===== config.mk =====
export PLATFORM = sky130hd
export DESIGN_NAME = wptr_full_sync
export DESIGN_NICKNAME = d
export VERILOG_FILES = /design/src/rtl/wptr_full_sync.sv
export SDC_FILE = /design/constraint.sdc
export NUM_CORES = 1
export LEC_CHECK = 0
export ABC_CLOCK_PERIOD_IN_PS = 2800
export BUFFER_PORTS_ARGS = -buffer_cell sky130_fd_sc_hd__buf_2
export CORE_MARGIN = 2
export CORE_UTILIZATION = 46
export CTS_BUF_LIST = sky130_fd_sc_hd__clkbuf_16
export CTS_CLUSTER_DIAMETER = 60
export DETAILED_ROUTE_END_ITERATION = 10
export PLACE_DENSITY = 0.8
export SLEW_MARGIN = 20
export SYNTH_ARGS = -nofsm -noshare
export SYNTH_HDL_FRONTEND = slang
export SYNTH_SLANG_ARGS = --single-unit

===== constraint.sdc =====
create_clock -name wr_clk_i -period 2.8 [get_ports wr_clk_i]
set_input_delay 0 -clock wr_clk_i [delete_from_list [all_inputs] [get_ports wr_clk_i]]
set_output_delay 0 -clock wr_clk_i [all_outputs]
set_load 0.02 [all_outputs]

===== src/rtl/wptr_full_sync.sv =====
// Write-side pointer and full/almost-full/occupancy logic of an async FIFO.
// Optional sticky overflow flag enabled by defining WPTR_FULL_OVF_EN.
module wptr_full_sync #(
  parameter int unsigned PTR_WIDTH    = 5,
  parameter int unsigned SYNC_STAGES  = 2,
  parameter int unsigned AFULL_THRESH = 28
) (
  input  logic                 wr_clk_i,
  input  logic                 rstn_i,
  input  logic                 wr_en_i,
  input  logic [PTR_WIDTH:0]   rptr_gray_i,
  input  logic                 ovf_clr_i,
  output logic                 wr_accept_o,
  output logic [PTR_WIDTH-1:0] wr_addr_o,
  output logic [PTR_WIDTH:0]   wptr_gray_o,
  output logic [PTR_WIDTH:0]   wptr_bin_o,
  output logic                 wr_full_o,
  output logic                 wr_afull_o,
  output logic [PTR_WIDTH:0]   wr_cnt_o,
  output logic                 wr_ovf_o
);

  localparam int unsigned   PW        = PTR_WIDTH + 1;
  localparam logic [PW-1:0] FULL_MASK = PW'(3) << (PW - 2);
  localparam logic [PW-1:0] AFULL_LVL = PW'(AFULL_THRESH);

  logic [PW-1:0] sync_q [SYNC_STAGES];
  logic [PW-1:0] rptr_sync;
  logic [PW-1:0] rbin_s;
  logic [PW-1:0] wbin_next;
  logic [PW-1:0] wgray_next;
  logic [PW-1:0] cnt_next;
  logic          full_next;
  logic          afull_next;

  // Read-pointer synchroniser chain
  always_ff @(posedge wr_clk_i or negedge rstn_i) begin
    if (!rstn_i) begin
      for (int unsigned i = 0; i < SYNC_STAGES; i++) sync_q[i] <= '0;
    end else begin
      sync_q[0] <= rptr_gray_i;
      for (int unsigned i = 1; i < SYNC_STAGES; i++) sync_q[i] <= sync_q[i-1];
    end
  end

  assign rptr_sync = sync_q[SYNC_STAGES-1];

  // Gray-to-binary: each binary bit is the XOR of all Gray bits at or above it
  always_comb begin
    rbin_s = '0;
    for (int unsigned i = 0; i < PW; i++) rbin_s[i] = ^(rptr_sync >> i);
  end

  assign wr_accept_o = wr_en_i & ~wr_full_o;
  assign wr_addr_o   = wptr_bin_o[PTR_WIDTH-1:0];

  // Next pointer and flags, evaluated against the current synchronised read pointer
  always_comb begin
    wbin_next  = wptr_bin_o + PW'(wr_accept_o);
    wgray_next = wbin_next ^ (wbin_next >> 1);
    full_next  = (rptr_sync == (wgray_next ^ FULL_MASK));
    cnt_next   = wbin_next - rbin_s;
    afull_next = (cnt_next >= AFULL_LVL);
  end

  always_ff @(posedge wr_clk_i or negedge rstn_i) begin
    if (!rstn_i) begin
      wptr_bin_o  <= '0;
      wptr_gray_o <= '0;
      wr_full_o   <= 1'b0;
      wr_afull_o  <= 1'b0;
      wr_cnt_o    <= '0;
    end else begin
      wptr_bin_o  <= wbin_next;
      wptr_gray_o <= wgray_next;
      wr_full_o   <= full_next;
      wr_afull_o  <= afull_next;
      wr_cnt_o    <= cnt_next;
    end
  end

`ifdef WPTR_FULL_OVF_EN
  // Sticky overflow; a new overflow wins over a simultaneous clear
  always_ff @(posedge wr_clk_i or negedge rstn_i) begin
    if (!rstn_i) begin
      wr_ovf_o <= 1'b0;
    end else if (wr_en_i && wr_full_o) begin
      wr_ovf_o <= 1'b1;
    end else if (ovf_clr_i) begin
      wr_ovf_o <= 1'b0;
    end
  end
`else
  // Overflow tracking compiled out; the clear input has no effect
  assign wr_ovf_o = 1'b0 & ovf_clr_i;
`endif

endmodule

# --- After elaboration in Yosys (flattened, before gate mapping) ---
# Index checks and enable logic that the tools add are counted.
classes:
  reduce_logical: 6
  order_cmp: 1
  eq_ne: 1
  bitwise_logic: 4
  addsub: 2
op_table:
  columns: ["operator", "count"]
  rows:
  - ["$reduce_xor 6->1", 6]
  - ["$add 6x1->6", 1]
  - ["$eq 6x6->1", 1]
  - ["$ge 6x5->1 const B", 1]
  - ["$sub 6x6->6", 1]
  - ["$xor 6x5->6", 1]
  - ["$not 2->2", 1]
  - ["$and 1x1->1", 1]
  - ["$not 1->1", 1]
word_totals:
  reg_bits: 32
  elab_cells: 21
  in_bits: 10
  out_inout_bits: 27

# --- Logic depth before layout (Yosys ltp) ---
# Gate-level depths: netlist of run 1.
depth:
  depth_word: 6
  depth_mapped: 13
  ltp_nobuf: 13

# --- Least setup slack after synthesis of run 1 ---
# No wires, ideal clock.
synth_path:
  path_kind: "register to register"
  start: "register wr_full_o"
  end: "register wr_afull_o"
  path_buffers: 1
  setup_ps: 120
  required_time_ps: 2680
  stages_incl_launch_ff: 12
  period_less_slack_ps: 3301
  slack_ps: -501
  t_arrival_ps: 3182
  cell_sequence: "dfrtp_1 nor2b_1 ha_1 clkbuf_1 xor2_1 ha_1 nor2b_1 o31a_1 or4b_1 nand4_1 xnor2_1 a31o_1"
synth_via:
  elab_chain_len: 5
synth_rtl:
  columns: ["item", "line", "rtl"]
  rows:
  - ["start: declaration", "17", "output logic wr_full_o,"]
  - ["start signal: assignment", "76", "wr_full_o <= full_next;"]
  - ["$not 1->1", "54", "assign wr_accept_o = wr_en_i & ~wr_full_o;"]
  - ["$and 1x1->1", "54", null]
  - ["via wr_accept_o", "13", "output logic wr_accept_o,"]
  - ["$add 6x1->6", "59", "wbin_next = wptr_bin_o + PW'(wr_accept_o);"]
  - ["via wbin_next[1]", "30", "logic [PW-1:0] wbin_next;"]
  - ["$sub 6x6->6", "62", "cnt_next = wbin_next - rbin_s;"]
  - ["via cnt_next[5]", "32", "logic [PW-1:0] cnt_next;"]
  - ["$ge 6x5->1", "63", "afull_next = (cnt_next >= AFULL_LVL);"]
  - ["via afull_next", "34", "logic afull_next;"]
  - ["end signal: assignment", "77", "wr_afull_o <= afull_next;"]
  - ["end: declaration", "18", "output logic wr_afull_o,"]
# The timed path passes the listed nets, and every way through them passes these cells.

# --- Worst setup path in the final report of run 1 ---
layout_path:
  start: "register sync_q (netlist bit rptr_sync[5])"
  end: "register wr_afull_o"
layout_via:
  elab_chain_len: 3
  word_cells_on_any_way: 8
  classes_between: "add/sub (1); order compare (1); reduce/logical (6)"
layout_rtl:
  columns: ["item", "line", "rtl"]
  rows:
  - ["start: declaration", "27", "logic [PW-1:0] sync_q [SYNC_STAGES];"]
  - ["$reduce_xor 6->1", "51", "for (int unsigned i = 0; i < PW; i++) rbin_s[i] = ^(rptr_sync >> i);"]
  - ["$sub 6x6->6 *", "62", null]
  - ["via cnt_next[5]", "32", null]
  - ["$ge 6x5->1 *", "63", null]
  - ["via afull_next", "34", null]
# Mark *: on every way through the listed nets, which the timed path passes. The rest lies on a longest branch.

==> results of run 1 <==
-- worst register-to-register path: stages (launching register included) --
cell	delay, ns
dfrtp_1	0.40
xor2_2	0.20
xnor2_2	0.20
xor2_2	0.23
xor2_2	0.22
xnor2_1	0.16
ha_2	0.20
nor2b_1	0.06
o31a_1	0.29
or4b_1	0.49
nand4_1	0.12
xnor2_1	0.08
a31o_1	0.19
-- power breakdown --
part | switching [mW] | internal, mW | total, mW
logic | 0.883 | 0.708 | 1.59
registers | 0.126 | 0.612 | 0.738
clock network | 0.153 | 0.313 | 0.466
total | 1.16 | 1.63 | 2.80
-- cell usage after synthesis, types with 2 or more instances --
library cell	n
buf_4	7
inv_1	5
xnor2_1	15
nand2_1	3
buf_6	2
nor3_1	2
o21a_1	2
a21oi_1	5
nor2b_1	2
nor2_1	2
ha_1	6
xor2_1	8
nand4_1	2
xor2_2	2
o211ai_1	2
dfrtp_1	31
-- layout make-up --
| class | count | share of cell area, % |
|---|---|---|
| Tap cell | 33 | 2.10 |
| Clock inverter | 1 | 0.191 |
| Multi-Input combinational cell | 66 | 31.8 |
| Clock buffer | 5 | 6.35 |
| Sequential cell | 31 | 39.4 |
| Inverter | 6 | 1.14 |
| Timing Repair Buffer | 59 | 19.1 |
-- final timing paths --
kind	to	depth (start not counted)	slack [ns]	startpoint
min in group asynchronous	wptr_gray_o[4]	2	0.31	rstn_i
max in group asynchronous	rptr_sync[1]	2	2.06	rstn_i
worst max-delay path	wr_afull_o	12	-0.15	rptr_sync[5]
worst min register to register	rptr_sync[0]	0	0.35	sync_q[6]
worst max register to register	wr_afull_o	12	-0.15	rptr_sync[5]
worst min-delay path	wptr_bin_o[0]	3	0.13	wr_en_i
-- stage by stage --
step	util, %	cells
floorplan	-	114
global placement	56.0	182
detailed placement	56.0	182
CTS	64.6	198
global route	65.6	201
finish	65.6	201
-- cell usage in the layout (no fill, tap or decap), drive strengths merged --
| cell | n |
|---|---|
| nor2 | 2 |
| fa | 1 |
| and2 | 1 |
| nand4 | 3 |
| nor4 | 1 |
| and3 | 1 |
| xnor2 | 15 |
| dfrtp | 31 |
| o21ai | 1 |
| clkbuf | 5 |
| a31o | 1 |
| buf | 52 |
| o211ai | 2 |
| conb | 1 |
| nand3 | 1 |
| a21o | 1 |
| mux2i | 1 |
| or4 | 1 |
| nor3 | 2 |
| nor2b | 2 |
| a21oi | 5 |
| o21a | 2 |
| dlygate4sd3 | 7 |
| and2b | 1 |
| inv | 7 |
| xor2 | 10 |
| o31a | 1 |
| or4b | 1 |
| nand2 | 3 |
| ha | 6 |
-- flip-flops by register name, indices dropped and copies added, names as in the netlist --
name / count
rptr_sync: 6
sync_q: 6
wptr_bin_o: 6
wr_cnt_o: 6
wptr_gray_o: 5
wr_afull_o: 1
wr_full_o: 1
-- logic make-up (layout without fill, tap and decap cells) --
group,Yosys count,count (layout)
other,1,1
AND/OR/NAND/NOR,19,19
adder cells (fa/ha/maj),7,7
XOR/XNOR,25,25
AO/OA/AOI/OAI,13,13
flip-flops,31,31
buffers and inverters,17,71
multiplexers,1,1
-- per-layer routing --
metal  up-vias  track usage [%]  routed length, um
met2        25             29.8               1520
met3         4             4.55                109
li1        471                -                  -
met1       481             20.0               1120
met5         -                0                  0
met4         0             6.67                 51
-- what timing repair did --
| action | 4_1_cts | 5_1_grt |
|---|---|---|
| buffers inserted | 3 | 3 |
| cloned | 0 | 0 |
| endpoints found under the hold margin | 37 | 0 |
| pin swaps | 2 | 3 |
| gates resized for setup | 4 | 1 |
| hold buffers | 7 | 0 |
| endpoints found under the setup margin | 3 | 3 |
==> impl_metrics.tcl, run 1 <==
set metrics [dict create \
    grt_first_pass_wirelength_um 4360 \
    io_pins 37 \
    clock-sinks 31 \
    die_x_um 59.8 \
    synth-edff-count 0 \
    cap_violations 0 \
    synth-async-reset-ratio_pct 100 \
    hold_ws_ns 0.134 \
    fin_tns_setup_ns -0.192 \
    p_leak_nw 0.941 \
    cts-root-buf "clkbuf_16" \
    wire_per_inst_um 13.9 \
    synthDominantCellAreaShare_pct 54.1 \
    slew_headroom_pct 55.6 \
    synth_area_leaders "dfrtp_1, xnor2_1, ha_1, xor2_1, buf_4" \
    synth_nets 131 \
    peakVddDrop_mv 0.708 \
    multi_input_area_sq_um 626 \
    drc 0 \
    start_util_pct 47.7 \
    min_path_type "input port to register" \
    synth-main-ff-cell "dfrtp_1" \
    tightest_slew_ns 0.666 \
    finalHoldViolCount 0 \
    track_usage_pct 17.1 \
    drv_slew 0 \
    syn_inst 114 \
    die_h_um 59.8 \
    p_total_mw 2.80 \
    crit_path_cell_trace "xor2_2 > xnor2_2 > xor2_2 > xor2_2 > xnor2_1 > ha_2 > nor2b_1 > o31a_1 > or4b_1 > nand4_1 > xnor2_1 > a31o_1" \
    grt_max_degree 32 \
    routabilityCongestion 0.761 \
    layout-drive-gt1-share_pct 42.9 \
    worst_path_largest_cell_delay_ns 0.49 \
    violations "negative setup slack" \
    yosys_warnings 0 \
    dp_hpwl_um 1900 \
    die-area_sq_um 3580 \
    synth.avg_cell_area_sq_um 12.6 \
    fin_worst_skew_ns 0.00481 \
    fin_crit_sh_pct 105 \
    synth_top_family_by_area "XOR/XNOR gates" \
    cts_buffers 5 \
    setup_ws_ns -0.152 \
    crit_path_start_kind "register" \
    routed_wl_um 2800 \
    io_buffers 34 \
    nNetsFinal 186 \
    required_ns 2.95 \
    synth-compound-area-share_pct 5.93 \
    syn_to_final_growth_pct 37.3 \
    clockBufferDepth 2 \
    cts_tree "done" \
    syn-cell-area_sq_um 1430 \
    place_ws_ns -0.338 \
    crit_type "register to register" \
    status "complete, but fails checks" \
    yosys.area.top_type "dfrtp_1" \
    firstDrtPassIters 4 \
    ys_ff_latch 31 \
    cp_max_fo 4 \
    critPathTopFamily "XOR/XNOR gates" \
    seq_area_frac_synth_pct 54.1 \
    endpoint_kind "register" \
    num_vias 981 \
    crit_path_top_delay_cell "or4b_1" \
    gr-total-overflow 0 \
    synthSimpleGateAreaFrac_pct 8.64 \
    fill_cells 218 \
    ant_nets 0 \
    seq_area_sq_um 776 \
    vias_per_cell 4.88 \
    ys_types 34 \
    grt_antenna_before_repair 0 \
    synth-adder-area-share_pct 6.63 \
    first_global_vias 984 \
    cts.clk_slew.worst_paths_ns 0.05 \
    rows 20 \
    synth_xor_area_share_pct 16.3 \
    final_area_sq_um 1970 \
    critPathBufInv 0 \
    grt_setup_unrepaired "yes" \
    setup_viol 2 \
    arrival_ns 3.10 \
    place_area_sq_um 1680 \
    design.core.area_sq_um 3000 \
    timing.fmax_ghz 0.339 \
    period_needed_ns 2.95 \
    power.density_nw_per_um2 1420 \
    synthMuxAreaShare_pct 0.698 \
    clkLatencyLatePin_ns 0.26 \
    drt_iter0_markers 14 \
    cts_max_level 2 \
    num_antenna_cells 0 \
    cpMostUsedCell "xor2_2" \
]
No activity file was read; power rests on OpenSTA's default activity.
==> run 2, diff against run 1 <==
==> constraint.sdc (replaced) <==
create_clock -name wr_clk_i -period 2.8 [get_ports wr_clk_i]
set_input_delay 0.28 -clock wr_clk_i [delete_from_list [all_inputs] [get_ports wr_clk_i]]
set_output_delay 0.28 -clock wr_clk_i [all_outputs]
set_load 0.02 [all_outputs]
==> run 2 against run 1 <==
  * The flow still finishes with violations (negative setup slack)
  * First-iteration DRC count is 140% higher
  * Maximum frequency is 4.6% lower
  * Cell count is 1.5% lower
  * Cell area is 2.5% lower
  * Core utilization is 1.6 points lower
  * Die area stayed put
  * Non-clock buffer count is 5 lower
  * Global-route usage is 1.9 points higher
  * Critical path depth stayed put
  * Sequential cell count stayed put
  * Largest cell class unchanged
==> impl_metrics.tcl, run 2 (synthesized netlist as in run 1, its figures left out) <==
set metrics [dict create \
    cap_violations 0 \
    violations "negative setup slack" \
    first_global_vias 992 \
    crit_path_top_delay_cell "or4b_4" \
    fin_cells 198 \
    setup_ws_ns -0.296 \
    grt_first_pass_wirelength_um 4650 \
    cts-root-buf "clkbuf_16" \
    track_usage_pct 19.1 \
    finalHoldViolCount 0 \
    num_vias 997 \
    tightest_slew_ns 0.694 \
    dp_hpwl_um 1920 \
    start_util_pct 47.7 \
    clockBufferDepth 2 \
    clkLatencyLatePin_ns 0.27 \
    crit_path_cell_trace "xor2_2 > xnor2_2 > xor2_2 > xor2_2 > xnor2_1 > ha_2 > nor2b_4 > o31a_1 > or4b_4 > nand4_1 > xnor2_2 > a31o_1" \
    grt_antenna_before_repair 0 \
    drt_iter0_markers 33 \
    layout-drive-gt1-share_pct 45.5 \
    cts.clk_slew.worst_paths_ns 0.05 \
    final_common_cell "buf_2" \
    dpl.cell_count 182 \
    die_h_um 59.8 \
    p_switching_mw 1.20 \
    p_clk_share_pct 16.9 \
    setup_viol 3 \
    arrival_ns 3.26 \
    num_antenna_cells 0 \
    hold_ws_ns 0.0492 \
    cp_max_fo 4 \
    pwr-share-seq_pct 25.6 \
    cpMostUsedCell "xor2_2" \
    endpoint_kind "register" \
    firstDrtPassIters 4 \
    crit_path_start_kind "register" \
    syn_to_final_growth_pct 33.9 \
    die-area_sq_um 3580 \
    power.density_nw_per_um2 1500 \
    switching_share_pct 41.7 \
    fill_cells 220 \
    peakVddDrop_mv 0.652 \
    place_ws_ns -0.393 \
    clock-sinks 31 \
    cts_buffers 5 \
    gr-total-overflow 0 \
    crit_type "register to register" \
    routabilityCongestion 0.781 \
    status "complete, but fails checks" \
    nNetsFinal 181 \
    io_pins 37 \
    p_leak_nw 0.932 \
    routed_wl_um 2920 \
    min_path_type "input port to async pin" \
    fin_worst_skew_ns 0.00386 \
    slew_headroom_pct 53.7 \
    ctsHoldBuffers 0 \
    worst_path_largest_cell_delay_ns 0.49 \
    multi_input_area_sq_um 624 \
    vias_per_cell 5.04 \
    grt_setup_unrepaired "yes" \
    timing.fmax_ghz 0.323 \
    period_needed_ns 3.10 \
    power.internal_mw 1.68 \
    seq_area_sq_um 776 \
    rows 20 \
    pwr-share-comb_pct 57.4 \
    drv_slew 0 \
    cts_max_level 2 \
    required_ns 2.96 \
    wire_per_inst_um 14.7 \
    grt_max_degree 32 \
    layout_common_cells "buf_2, dfrtp_1, buf_4" \
    fin_crit_sh_pct 111 \
    io_buffers 34 \
    ant_nets 0 \
    cts_tree "done" \
    drc 0 \
    die_x_um 59.8 \
    design.core.area_sq_um 3000 \
]
[run 2: cell count changes in the layout (fill, tap and decap cells not counted)]
cell,delta
ha_1,+1
nor2b_4,+1
buf_4,+2
or4b_4,+1
nor2b_1,-1
dlygate4sd3_1,-7
or4b_1,-1
clkinv_1,+2
ha_4,-1
[run 2: power by group through the flow]
stage	clock, mW	sequential [mW]	combinational, mW
global route	0.524	0.763	1.79
detailed placement	0	0.746	1.44
global placement	0	0.735	1.38
CTS	0.502	0.743	1.60
finish	0.489	0.741	1.66
floorplan	0	0.872	0.949
[run 2: path summary, 6_finish.rpt]
| path | from | endpoint | slack (ns) | depth (start not counted) |
|---|---|---|---|---|
| max in group asynchronous | rstn_i | rptr_sync[3] | 2.30 | 1 |
| hold / removal | rstn_i | wptr_bin_o[5] | 0.05 | 1 |
| hold reg to reg | sync_q[8] | rptr_sync[2] | 0.34 | 0 |
| setup reg to reg | rptr_sync[5] | wr_afull_o | -0.30 | 12 |
| setup / recovery | rptr_sync[5] | wr_afull_o | -0.30 | 12 |
| min in group wr_clk_i | rptr_gray_i[0] | sync_q[6] | 0.11 | 1 |
[run 2: metal layers]
| layer | vias to the layer above | track usage (%) | part of all wire [%] |
|---|---|---|---|
| met5 | - | 0 | 0 |
| met4 | 0 | 11.4 | 3.0 |
| met3 | 8 | 5.84 | 5.1 |
| met2 | 32 | 33.1 | 54 |
| met1 | 493 | 20.1 | 38 |
| li1 | 464 | - | - |
[run 2: worst max-delay path: cells and delay by family, from the launching register on]
kind / cells / cell delay (ns)
adders and majority gates: 1 / 0.24
DFF: 1 / 0.40
and+or+nand+nor: 3 / 0.69
xor gates and xnor gates: 6 / 1.15
AOI/OAI and AO/OA: 2 / 0.48
[run 2: cell type report]
type                       count  area share, %
clock buffer                   5           6.51
tap                           33           2.15
timing repair buffer          54           16.7
inverter                       6           1.17
multi-input combinational     66           32.5
sequential                    31           40.4
clock inverter                 3          0.586
[run 2: stage by stage]
| stage | setup TNS, ns | instance area [sq um] | util [%] | total power, mW |
|---|---|---|---|---|
| floorplan | -0.226 | 1470 | - | 1.82 |
| global placement | -0.402 | 1680 | 56.0 | 2.12 |
| detailed placement | -0.789 | 1680 | 56.0 | 2.19 |
| CTS | -0.449 | 1890 | 63.1 | 2.85 |
| global route | -1.22 | 1920 | 64.0 | 3.08 |
| finish | -0.722 | 1920 | 64.0 | 2.89 |
[run 2: timing repair]
action                     CTS  global route
setup endpoints to repair    3             3
pin swaps                    3             5
gates resized for setup      6             1
setup buffers                5             3
hold endpoints to repair     0             0
==> run 3, diff against run 2 <==
ABC_AREA = 1   (was not set)
CORE_UTILIZATION = 47   (was 46)
PLACE_DENSITY = 0.77   (was 0.8)
==> run 3 against run 2 <==
  * The run now ends clean
  * Combinational power decreased by 23%
  * Sequential power decreased by 7.3%
  * Maximum frequency increased by 24%
==> impl_metrics.tcl, run 3 <==
set metrics [dict create \
    synthSimpleGateAreaFrac_pct 27.1 \
    fin_worst_skew_ns 0.00421 \
    track_usage_pct 17.3 \
    place_area_sq_um 1740 \
    worst_path_largest_cell_delay_ns 0.39 \
    routed_wl_um 2790 \
    peakVddDrop_mv 0.593 \
    grt_setup_unrepaired "no" \
    cp_max_fo 6 \
    cts_resized 0 \
    period_needed_ns 2.50 \
    required_ns 2.95 \
    grt_use_met1_pct 19.5 \
    tightest_slew_ns 0.662 \
    syn_to_final_growth_pct 21.5 \
    seq_area_frac_synth_pct 49.6 \
    layout-drive-gt1-share_pct 28.6 \
    gr-total-overflow 0 \
    gr-usage-met2_pct 29.3 \
    setup_viol 0 \
    rrSetupSlack_ns 0.30 \
    hold_ws_ns 0.0423 \
    timing.fmax_ghz 0.399 \
    cts.clk_slew.worst_paths_ns 0.05 \
    yosys.area.top_type "dfrtp_1" \
    crit_path_cell_trace "nor2_1 > ha_1 > nand2_2 > nand2_1 > nand2_1 > ha_1 > a21oi_1 > a21oi_1 > o21ai_1 > nand2_1 > nand2_1 > nand3_1" \
    p_leak_nw 1.05 \
    cts_buffers 5 \
    endpoint_kind "register" \
    drc 0 \
    die-area_sq_um 3810 \
    clockBufferDepth 2 \
    critPathBufInv 0 \
    synthMuxAreaShare_pct 0 \
    cts_tree "done" \
    power.density_nw_per_um2 1340 \
    synth-compound-area-share_pct 2.64 \
    nNetsFinal 226 \
    synth_commonest_cells "nand2_1, dfrtp_1, inv_1" \
    met3_usage_pct 4.83 \
    die_x_um 61.7 \
    synth.most_common_cell "nand2_1" \
    io_buffers 34 \
    io_pins 37 \
    num_antenna_cells 0 \
    top_usage_layer "met2" \
    vias_per_cell 4.74 \
    ctsHoldBuffers 0 \
    r2r_cells 12 \
    final_area_sq_um 1900 \
    grt_antenna_before_repair 0 \
    dp_hpwl_um 2090 \
    fin_crit_sh_pct 89.4 \
    wire_per_inst_um 11.0 \
    design.core.area_sq_um 3100 \
    synth-async-reset-ratio_pct 100 \
    ant_nets 0 \
    syn-cell-area_sq_um 1560 \
    final_common_cell "nand2_1" \
    drt_iter0_markers 73 \
    grt_max_degree 32 \
    drv_slew 0 \
    crit_start "wr_full_o" \
    synth-edff-count 0 \
    die_h_um 61.7 \
    finalHoldViolCount 0 \
    p_total_mw 2.56 \
    ys_ff_latch 31 \
    synth_top_family_by_area "simple AND/OR/NAND/NOR gates" \
    synthDominantCellAreaShare_pct 49.6 \
    min_path_type "input port to async pin" \
    routabilityCongestion 0.783 \
    rr_endpoint "wr_afull_o" \
    layout_common_cells "nand2_1, buf_2, dfrtp_1" \
    fin_util_pct 61.3 \
    status "finished clean" \
    crit_cells 12 \
    grt_first_pass_wirelength_um 4640 \
    critical_path.endpoint "wr_afull_o" \
    rows 20 \
    fin_tns_setup_ns 0 \
    arrival_ns 2.65 \
    critPathTopFamily "simple AND/OR/NAND/NOR gates" \
    synth_area_leaders "dfrtp_1, nand2_1, nand3_1, inv_1, ha_1" \
    synth-main-ff-cell "dfrtp_1" \
    cts_setup_buffers 0 \
    crit_type "register to register" \
    slew_headroom_pct 55.9 \
    synth-adder-area-share_pct 6.08 \
    cts-root-buf "clkbuf_16" \
    syn_inst 175 \
    synth.avg_cell_area_sq_um 8.94 \
    synth_xor_area_share_pct 5.44 \
    cpMostUsedCell "nand2_1" \
    r2r-start "wr_full_o" \
    cts_max_level 2 \
    start_util_pct 50.4 \
    first_global_vias 1159 \
    ys_types 22 \
    firstDrtPassIters 4 \
    fill_cells 283 \
    synth_nets 192 \
    cap_violations 0 \
    num_vias 1204 \
    clkLatencyLatePin_ns 0.27 \
    crit_path_top_delay_cell "ha_1" \
    yosys_warnings 0 \
    clock-sinks 31 \
    crit_path_start_kind "register" \
]
[run 3: cell types whose count changed after synthesis, sizes merged, moves of 3 or more]
cell,before,now
nand3,1,21
xnor2,15,3
inv,6,23
nand4,3,0
buf,10,7
nor2,2,7
nand3b,0,4
xor2,10,5
nand2,3,58
[run 3: layer usage]
metal	part of all wire, %	up-vias
met4	1.9	0
li1	-	604
met1	42	562
met2	51	32
met5	0	-
met3	4.4	6
[run 3: worst min-delay path by stage]
| stage | cells after the start | start | to |
|---|---|---|---|
| final | 1 | rstn_i | sync_q[6] |
| after floorplan | 0 | rstn_i | rptr_sync[0] |
| after CTS | 1 | rstn_i | sync_q[6] |
| after detailed placement | 0 | sync_q[7] | rptr_sync[1] |
| after global placement | 0 | sync_q[9] | rptr_sync[3] |
| after global routing | 1 | rstn_i | sync_q[6] |
[run 3: metrics by stage]
stage,setup WS [ns],cells
2_1_floorplan,0.274,175
3_3_place_gp,0.420,246
3_5_place_dp,0.316,246
4_1_cts,0.294,254
5_1_grt,0.101,254
6_report,0.296,254
[run 3: cell families after synthesis]
logic type               count (synthesis)
flip-flops                              31
buffers and inverters                   30
AND/OR/NAND/NOR                         91
adder cells (fa/ha/maj)                  7
AO/OA/AOI/OAI                            7
other                                    1
XOR/XNOR                                 8
[run 3: layout make-up]
type | count | area, sq um | area share (%)
clock buffer | 5 | 125 | 6.58
clock inverter | 3 | 38.8 | 2.04
inverter | 23 | 86.3 | 4.54
multi-input combinational | 114 | 649 | 34.2
sequential | 31 | 776 | 40.8
tap | 44 | 55.1 | 2.90
timing repair buffer | 34 | 170 | 8.95
[run 3: power by group]
group / internal (mW) / leakage [nW] / total (mW) / switching [mW]
Clock: 0.413 / 0.0812 / 0.587 / 0.173
Combinational: 0.432 / 0.604 / 1.28 / 0.850
Sequential: 0.599 / 0.366 / 0.687 / 0.0880
Total: 1.44 / 1.05 / 2.56 / 1.11
